[src/rtl/mc_control_fsm.sv]
// Multicycle MIPS main control unit: walks each instruction through fetch, decode,
// execute, memory and writeback, driving the datapath selects and the ALU operation.
module mc_control_fsm (
  input  logic        clk,
  input  logic        reset,
  input  logic [5:0]  Op,
  input  logic [5:0]  Funct,
  input  logic        Zero,
  output logic        IorD,
  output logic        MemWrite,
  output logic        IRWrite,
  output logic        RegDst,
  output logic        MemtoReg,
  output logic        RegWrite,
  output logic        ALUSrcA,
  output logic [1:0]  ALUSrcB,
  output logic [1:0]  PCSrc,
  output logic        PCEn,
  output logic [3:0]  ALUControl,
  output logic [3:0]  State,
  output logic [31:0] InstrCount
);

  localparam logic [3:0] ALU_AND = 4'b0000;
  localparam logic [3:0] ALU_OR  = 4'b0011;
  localparam logic [3:0] ALU_ADD = 4'b0010;
  localparam logic [3:0] ALU_SUB = 4'b0110;
  localparam logic [3:0] ALU_SLT = 4'b0111;
  localparam logic [3:0] ALU_BAD = 4'b1111;

  localparam logic [5:0] OP_RTYPE = 6'b000000;
  localparam logic [5:0] OP_LW    = 6'b100011;
  localparam logic [5:0] OP_SW    = 6'b101011;
  localparam logic [5:0] OP_BEQ   = 6'b000100;
  localparam logic [5:0] OP_ADDI  = 6'b001000;
  localparam logic [5:0] OP_J     = 6'b000010;

  typedef enum logic [3:0] {
    S_FETCH  = 4'd0,
    S_DECODE = 4'd1,
    S_MEMADR = 4'd2,
    S_MEMRD  = 4'd3,
    S_MEMWB  = 4'd4,
    S_MEMWR  = 4'd5,
    S_EXEC   = 4'd6,
    S_ALUWB  = 4'd7,
    S_BRANCH = 4'd8,
    S_ADDIEX = 4'd9,
    S_ADDIWB = 4'd10,
    S_JUMP   = 4'd11
  } state_t;

  state_t      r_state;
  state_t      w_next_state;
  logic [31:0] r_instr_count;
  logic        w_retire;

  logic       w_iord, w_mem_write, w_ir_write, w_reg_dst, w_memto_reg, w_reg_write;
  logic       w_alu_src_a, w_pc_en;
  logic [1:0] w_alu_src_b, w_pc_src;
  logic [3:0] w_alu_control;

  // An instruction retires on the edge that returns to FETCH from any other state.
  assign w_retire = (w_next_state == S_FETCH) && (r_state != S_FETCH);

  // NOTE: sequential state uses non-blocking assignments so every register
  // samples pre-edge values regardless of statement order.
  always_ff @(posedge clk) begin
    if (reset) begin
      r_state       <= S_FETCH;
      r_instr_count <= '0;
    end else begin
      r_state <= w_next_state;
      if (w_retire) r_instr_count <= r_instr_count + 32'd1;
    end
  end

  // NOTE: every signal gets a default before the case so no path leaves it
  // unassigned, which would otherwise infer a latch.
  always_comb begin
    w_next_state  = S_FETCH;
    w_iord        = 1'b0;
    w_mem_write   = 1'b0;
    w_ir_write    = 1'b0;
    w_reg_dst     = 1'b0;
    w_memto_reg   = 1'b0;
    w_reg_write   = 1'b0;
    w_alu_src_a   = 1'b0;
    w_alu_src_b   = 2'b00;
    w_pc_src      = 2'b00;
    w_pc_en       = 1'b0;
    w_alu_control = ALU_ADD;
    case (r_state)
      S_FETCH: begin
        w_alu_src_b  = 2'b01;
        w_ir_write   = 1'b1;
        w_pc_en      = 1'b1;
        w_next_state = S_DECODE;
      end
      S_DECODE: begin
        w_alu_src_b = 2'b11;
        case (Op)
          OP_LW, OP_SW: w_next_state = S_MEMADR;
          OP_RTYPE:     w_next_state = S_EXEC;
          OP_BEQ:       w_next_state = S_BRANCH;
          OP_ADDI:      w_next_state = S_ADDIEX;
          OP_J:         w_next_state = S_JUMP;
          default:      w_next_state = S_FETCH;
        endcase
      end
      S_MEMADR: begin
        w_alu_src_a  = 1'b1;
        w_alu_src_b  = 2'b10;
        w_next_state = (Op == OP_SW) ? S_MEMWR : S_MEMRD;
      end
      S_MEMRD: begin
        w_iord       = 1'b1;
        w_next_state = S_MEMWB;
      end
      S_MEMWB: begin
        w_memto_reg = 1'b1;
        w_reg_write = 1'b1;
      end
      S_MEMWR: begin
        w_iord      = 1'b1;
        w_mem_write = 1'b1;
      end
      S_EXEC: begin
        w_alu_src_a  = 1'b1;
        w_next_state = S_ALUWB;
        case (Funct)
          6'b100000: w_alu_control = ALU_ADD;
          6'b100010: w_alu_control = ALU_SUB;
          6'b100100: w_alu_control = ALU_AND;
          6'b100101: w_alu_control = ALU_OR;
          6'b101010: w_alu_control = ALU_SLT;
          default:   w_alu_control = ALU_BAD;
        endcase
      end
      S_ALUWB: begin
        w_reg_dst   = 1'b1;
        w_reg_write = 1'b1;
      end
      S_BRANCH: begin
        w_alu_src_a   = 1'b1;
        w_alu_control = ALU_SUB;
        w_pc_src      = 2'b01;
        w_pc_en       = Zero;
      end
      S_ADDIEX: begin
        w_alu_src_a  = 1'b1;
        w_alu_src_b  = 2'b10;
        w_next_state = S_ADDIWB;
      end
      S_ADDIWB: w_reg_write = 1'b1;
      S_JUMP: begin
        w_pc_src = 2'b10;
        w_pc_en  = 1'b1;
      end
      default: w_next_state = S_FETCH;
    endcase
  end

  // Write enables are suppressed while reset is held, even mid-instruction.
  assign MemWrite   = w_mem_write & ~reset;
  assign IRWrite    = w_ir_write  & ~reset;
  assign RegWrite   = w_reg_write & ~reset;
  assign PCEn       = w_pc_en     & ~reset;
  assign IorD       = w_iord;
  assign RegDst     = w_reg_dst;
  assign MemtoReg   = w_memto_reg;
  assign ALUSrcA    = w_alu_src_a;
  assign ALUSrcB    = w_alu_src_b;
  assign PCSrc      = w_pc_src;
  assign ALUControl = w_alu_control;
  assign State      = r_state;
  assign InstrCount = r_instr_count;

endmodule

[config.mk]
export PLATFORM = sky130hd
export DESIGN_NAME = mc_control_fsm
export DESIGN_NICKNAME = d
export VERILOG_FILES = /design/src/rtl/mc_control_fsm.sv
export SDC_FILE = /design/constraint.sdc
export NUM_CORES = 1
export LEC_CHECK = 0
export BUFFER_PORTS_ARGS = -buffer_cell sky130_fd_sc_hd__buf_2
export CAP_MARGIN = 0
export CORE_UTILIZATION = 32
export CTS_CLUSTER_SIZE = 40
export DETAILED_ROUTE_END_ITERATION = 12
export PLACE_DENSITY_LB_ADDON = 0.2
export SLEW_MARGIN = 5
export SYNTH_ARGS = -nofsm -noshare
export SYNTH_HDL_FRONTEND = slang
export SYNTH_SLANG_ARGS = --single-unit
[constraint.sdc]
create_clock -name clk -period 1.98 [get_ports clk]
set_input_delay 0.297 -clock clk [delete_from_list [all_inputs] [get_ports clk]]
set_output_delay 0.297 -clock clk [all_outputs]
set_load 0.02 [all_outputs]
-- Word level (Yosys, flattened, before mapping)
Cells that the tools add are included.
- ROM bits: 0
- memories kept: 0
- logic and storage cells: 55
- bits in writable memories: 0
- register bits after elaboration: 36
- latch bits: 0
- output and inout bits: 52
- input bits: 15
- add/subtract/negate cells: 1
- magnitude comparators: 0
- multiply operators: 0
- shift-type cells: 0
- reductions and logical operators: 11
- divide/modulo/power cells: 0
- multiplexer cells: 15
- equal/unequal tests: 21
- bitwise operators: 5
- operator list (operator ; number):
    equality test 6 bit (second input constant) ; 7
    one-hot mux 4 bit (5 select lines) ; 2
    adder 32 x 1 -> 32 bit (second input constant) ; 1
    one-hot mux 4 bit (6 select lines) ; 1
    equality test 4 x 3 -> 1 bit (second input constant) ; 4
    equality test 4 bit (second input constant) ; 4
    equality test 4 x 2 -> 1 bit (second input constant) ; 2
    logical NOT 4 bit ; 2
    one-hot mux 4 bit (2 select lines) ; 1
    OR reduction 2 bit ; 4
    2-to-1 mux 1 bit ; 7
    equality test 6 x 2 -> 1 bit (second input constant) ; 1
    equality test 6 x 3 -> 1 bit (second input constant) ; 1
    equality test 6 x 4 -> 1 bit (second input constant) ; 1
    logical NOT 6 bit ; 1
    one-hot mux 2 bit (3 select lines) ; 1
    AND 1 bit ; 4
    equality test 4 x 1 -> 1 bit (second input constant) ; 1
    one-hot mux 2 bit (2 select lines) ; 1
    nonzero test 4 bit ; 1
    OR reduction 4 bit ; 1
    2-to-1 mux 3 bit ; 1
    OR reduction 3 bit ; 1
    one-hot mux 1 bit (2 select lines) ; 1
    other kinds (2) ; 2

-- Longest topological paths before layout
- depth in word-level cells: 6
- gate-level depth with buffers: 9
- gate-level depth less buffers: 6

-- Worst setup path before layout
OpenSTA, ideal clock, no wires.
- path type: register to register
- from: register r_state[3] (netlist: State[3])
- to: register r_instr_count[19] (netlist: InstrCount[19])
- data arrival time: 2.060 ns
- clock period less this slack: 2.131 ns
- stages on the path, launching flop included: 9
- path buffers: 2
- library setup time: 0.070 ns
- required time: 1.910 ns
- path slack: -0.151 ns
- path through: dfxtp_1 buf_4 inv_1 and3_1 a211oi_2 nand3_1 buf_2 or4_1 a21oi_1
- longest elaborated chain between the ends: 4
- elaborated cells between the ends (all ways): 10
- those cells by class: eq/ne: 5; mux: 1; reduce/logical: 4
- RTL lines (item ; line ; RTL):
    start, declared ; 53 ; state_t r_state;
    start signal, assigned ; 73 ; r_state <= w_next_state;
    equality test 4 bit, or another cell as far along ; 93 ; case (r_state)
    one-hot mux 4 bit (6 select lines) ; 93 ;
    logical NOT 4 bit ; 64 ; assign w_retire = (w_next_state == S_FETCH) && (r_state != S_FETCH);
    logical AND 1 bit (*) ; 64 ;
    end signal, assigned ; 74 ; if (w_retire) r_instr_count <= r_instr_count + 32'd1;
    end, declared ; 55 ; logic [31:0] r_instr_count;
Mark *: on every way between the ends. The rest lies on a longest branch, timed or not.
A chain may end at the register's enable or synchronous reset.

-- Worst setup path after layout
- from: register r_state[0] (netlist: State[0])
- to: register r_instr_count[20] (netlist: InstrCount[20])
The elaborated chain is that of the path after synthesis.

==> results.cfg <==
[floorplanning]
dieArea_sq_um = 7110
rows = 29
chipWidth_um = 84.3
core_area_sq_um = 6460
io_pins = 67
die_height_um = 84.3
initial_core_util_pct = 33.6

[sta]
clock_skew_ps = 9.28
layout_setup_ws_ps = -89.8
drv_slew = 0
holdWs_ps = 394
post-route-min-period_ps = 2070
grt_setup_unrepaired = yes
max_clock_freq_ghz = 0.483
worst_pin_slew_ps = 552
finalCritPeriodShare_pct = 105
setup_viol = 21
hold_viol_final = 0
slew-limit-headroom_pct = 62.9

[layout]
fin_util_pct = 53.7
seq_area_sq_um = 757
antennaDiodeCount = 0
n_fill_cell = 627
layout-drive-gt1-share_pct = 49.3
multi_input_area_sq_um = 1570
final_nets = 423
final_cell_area_sq_um = 3470
area_growth_pct = 59.8

[drt]
finalWirelength_um = 7280
firstDrtPassIters = 8
wl_per_cell_um = 15.0
ant_nets = 0
viasPerCell = 5.40
drt_iter0_drc = 156
via_count = 2618
drc = 6

[placement]
port-buffer-count = 66
post-place-ws_ps = -148
routabilityCongestion = 0.792
hpwl_um = 4890
place_area_sq_um = 2890

[power_and_ir_drop]
power_density_nw_per_um2 = 458
power_mw = 1.59
ir_worst_vdd_mv = 0.265
p_leak_nw = 1.46

[worst_setup_path]
path_max_fanout = 6
criticalPathCategory = flop to flop
critPathCaptureType = flop
worstPathArrival_ps = 2290
slowest_stage = dfxtp_4
startpoint_type = flop
cp_common_cell = buf_6
max_stage_delay_ps = 360
cp.required_ps = 2200
crit_chain = nor4b_4 > and4_4 > a211oi_4 > buf_6 > nand3_4 > buf_12 > buf_8 > buf_6 > or3_4 > a21oi_2

[min_path]
min_path_type = input port to flop

[clocking]
cts_sinks = 36
cts_buffers = 5
cts.root.buffer_cell = clkbuf_8
clockBufferDepth = 2
path_clk_slew_ps = 80
h-tree-depth = 2
insertion_delay_ps = 280
cts_tree = built

[synth]
syn-cell-area_sq_um = 2170
synth-simple-area-share_pct = 36.7
synth_top_cell_area_share_pct = 33.2
seq_area_frac_synth_pct = 33.2
ys.warnings.count = 0
ys.flop_type = dfxtp_1
synth_seq_cells = 36
ys_types = 54
synth_edf_count = 0
synth_top_family_by_area = simple AND/OR/NAND/NOR gates
synth_mux_area_share_pct = 1.56
syn_nets = 300
synth_area_leaders = dfxtp_1, a21oi_1, nand3_1
ys_async_sr_fraction_pct = 0
synth_area_leader_cell = dfxtp_1
synth-xor-area-share_pct = 2.42
avgSynthCellArea_sq_um = 7.63
synthCells = 284
synth_compound_area_share_pct = 21.1
synth_fa_ha_area_share_pct = 0.577

[global_route]
grt_pass1_wl_um = 11400
grt_max_degree = 26
grtUsageTotal_pct = 19.6
antenna_found_initial = 0
overflow = 0
grt_pass1_vias = 2405

[run_status]
violations = design-rule violations, negative setup slack
status = complete, but fails checks

[run]
max-cap-violations = 0
where the power goes:
part           switching (mW)  total (mW)  leakage, nW  internal [mW]
logic                   0.139       0.267         1.10          0.128
registers             0.00659       0.726        0.299          0.719
clock network           0.271       0.594       0.0534          0.323
total                   0.417        1.59         1.46           1.17
Yosys cell counts, types with 2 or more instances:
| cell | n |
|---|---|
| nand4_1 | 6 |
| nor3_1 | 11 |
| nor2_1 | 25 |
| inv_1 | 6 |
| buf_1 | 2 |
| or4_1 | 7 |
| o21ai_0 | 5 |
| xor2_1 | 3 |
| xnor2_1 | 3 |
| nor4_1 | 3 |
| nand2_1 | 17 |
| and3_1 | 6 |
| nand2b_1 | 4 |
| buf_2 | 5 |
| or3_1 | 14 |
| a211oi_1 | 2 |
| a21oi_1 | 31 |
| o31ai_1 | 8 |
| o21ai_1 | 17 |
| nand4_2 | 2 |
| nor2b_1 | 6 |
| clkbuf_1 | 9 |
| and4_1 | 3 |
| nand3_1 | 21 |
| mux2_1 | 3 |
| dfxtp_1 | 36 |
| nand4b_1 | 2 |
cell type report:
type                       instances  share of cell area, %
multi-input combinational        225                   45.3
timing repair buffer             133                   26.4
sequential                        36                   21.8
clock buffer                       7                   2.82
tap                               77                   2.78
inverter                           6                  0.650
clock inverter                     1                  0.144
kinds of logic after synthesis:
kind of cell    count (synthesis)
fa+ha+maj                       1
flops                          36
xor+xnor                        6
compound gates                 76
buf+inv                        23
simple gates                  139
mux                             3
per-layer routing:
| layer | global-route usage [%] | share of wire (%) | routed length, um | vias up |
|---|---|---|---|---|
| met4 | 5.49 | 0.93 | 68 | 0 |
| met1 | 25.9 | 45 | 3290 | 1251 |
| li1 | - | - | - | 1309 |
| met3 | 2.75 | 4.0 | 289 | 6 |
| met5 | 0 | 0 | 0 | - |
| met2 | 33.5 | 50 | 3630 | 52 |
critical path: cells and delay by family (launching register included):
kind            cells  cell delay (ps)
compound gates      2              380
buf+inv             4              520
flops               1              360
simple gates        4              750
per-stage QoR:
| step | instances | TNS [ps] |
|---|---|---|
| global placement | 453 | -1210 |
| detailed placement | 453 | -1850 |
| CTS | 473 | -225 |
| finish | 485 | -843 |
| floorplan | 284 | 0 |
| global route | 485 | -2760 |
final timing paths:
path                            startpoint        endpoint  slack [ps]  cells after the start
worst max register to register    State[0]  InstrCount[20]         -90                     10
worst max-delay path              State[0]  InstrCount[20]         -90                     10
worst min-delay path                 Op[5]        State[0]         390                      4
worst min register to register    State[3]        State[0]         480                      1
cell usage in the layout, fill, tap and decap left out, types with 6 or more instances in the layout:
cell,Yosys,final
nand4_1,6,6
o21ai_1,17,16
buf_4,1,59
dfxtp_4,0,8
nand2_1,17,14
nor3_1,11,10
or3_1,14,12
or4_1,7,7
buf_2,5,63
buf_6,0,8
dfxtp_1,36,23
nand3_1,21,18
a21oi_1,31,26
nor2_1,25,21
what timing repair did:
action                                  CTS  global route
hold buffers                              0             0
endpoints found under the setup margin   11            34
gates cloned                              1             1
endpoints found under the hold margin     0             0
gates resized for setup                  25            45
buffers inserted                         11            11
pin swaps                                15            29
registers in the layout, summed over array words and instances, names as in the netlist:
name / count
State: 4
InstrCount: 32
No activity file was read; power rests on OpenSTA's default activity.
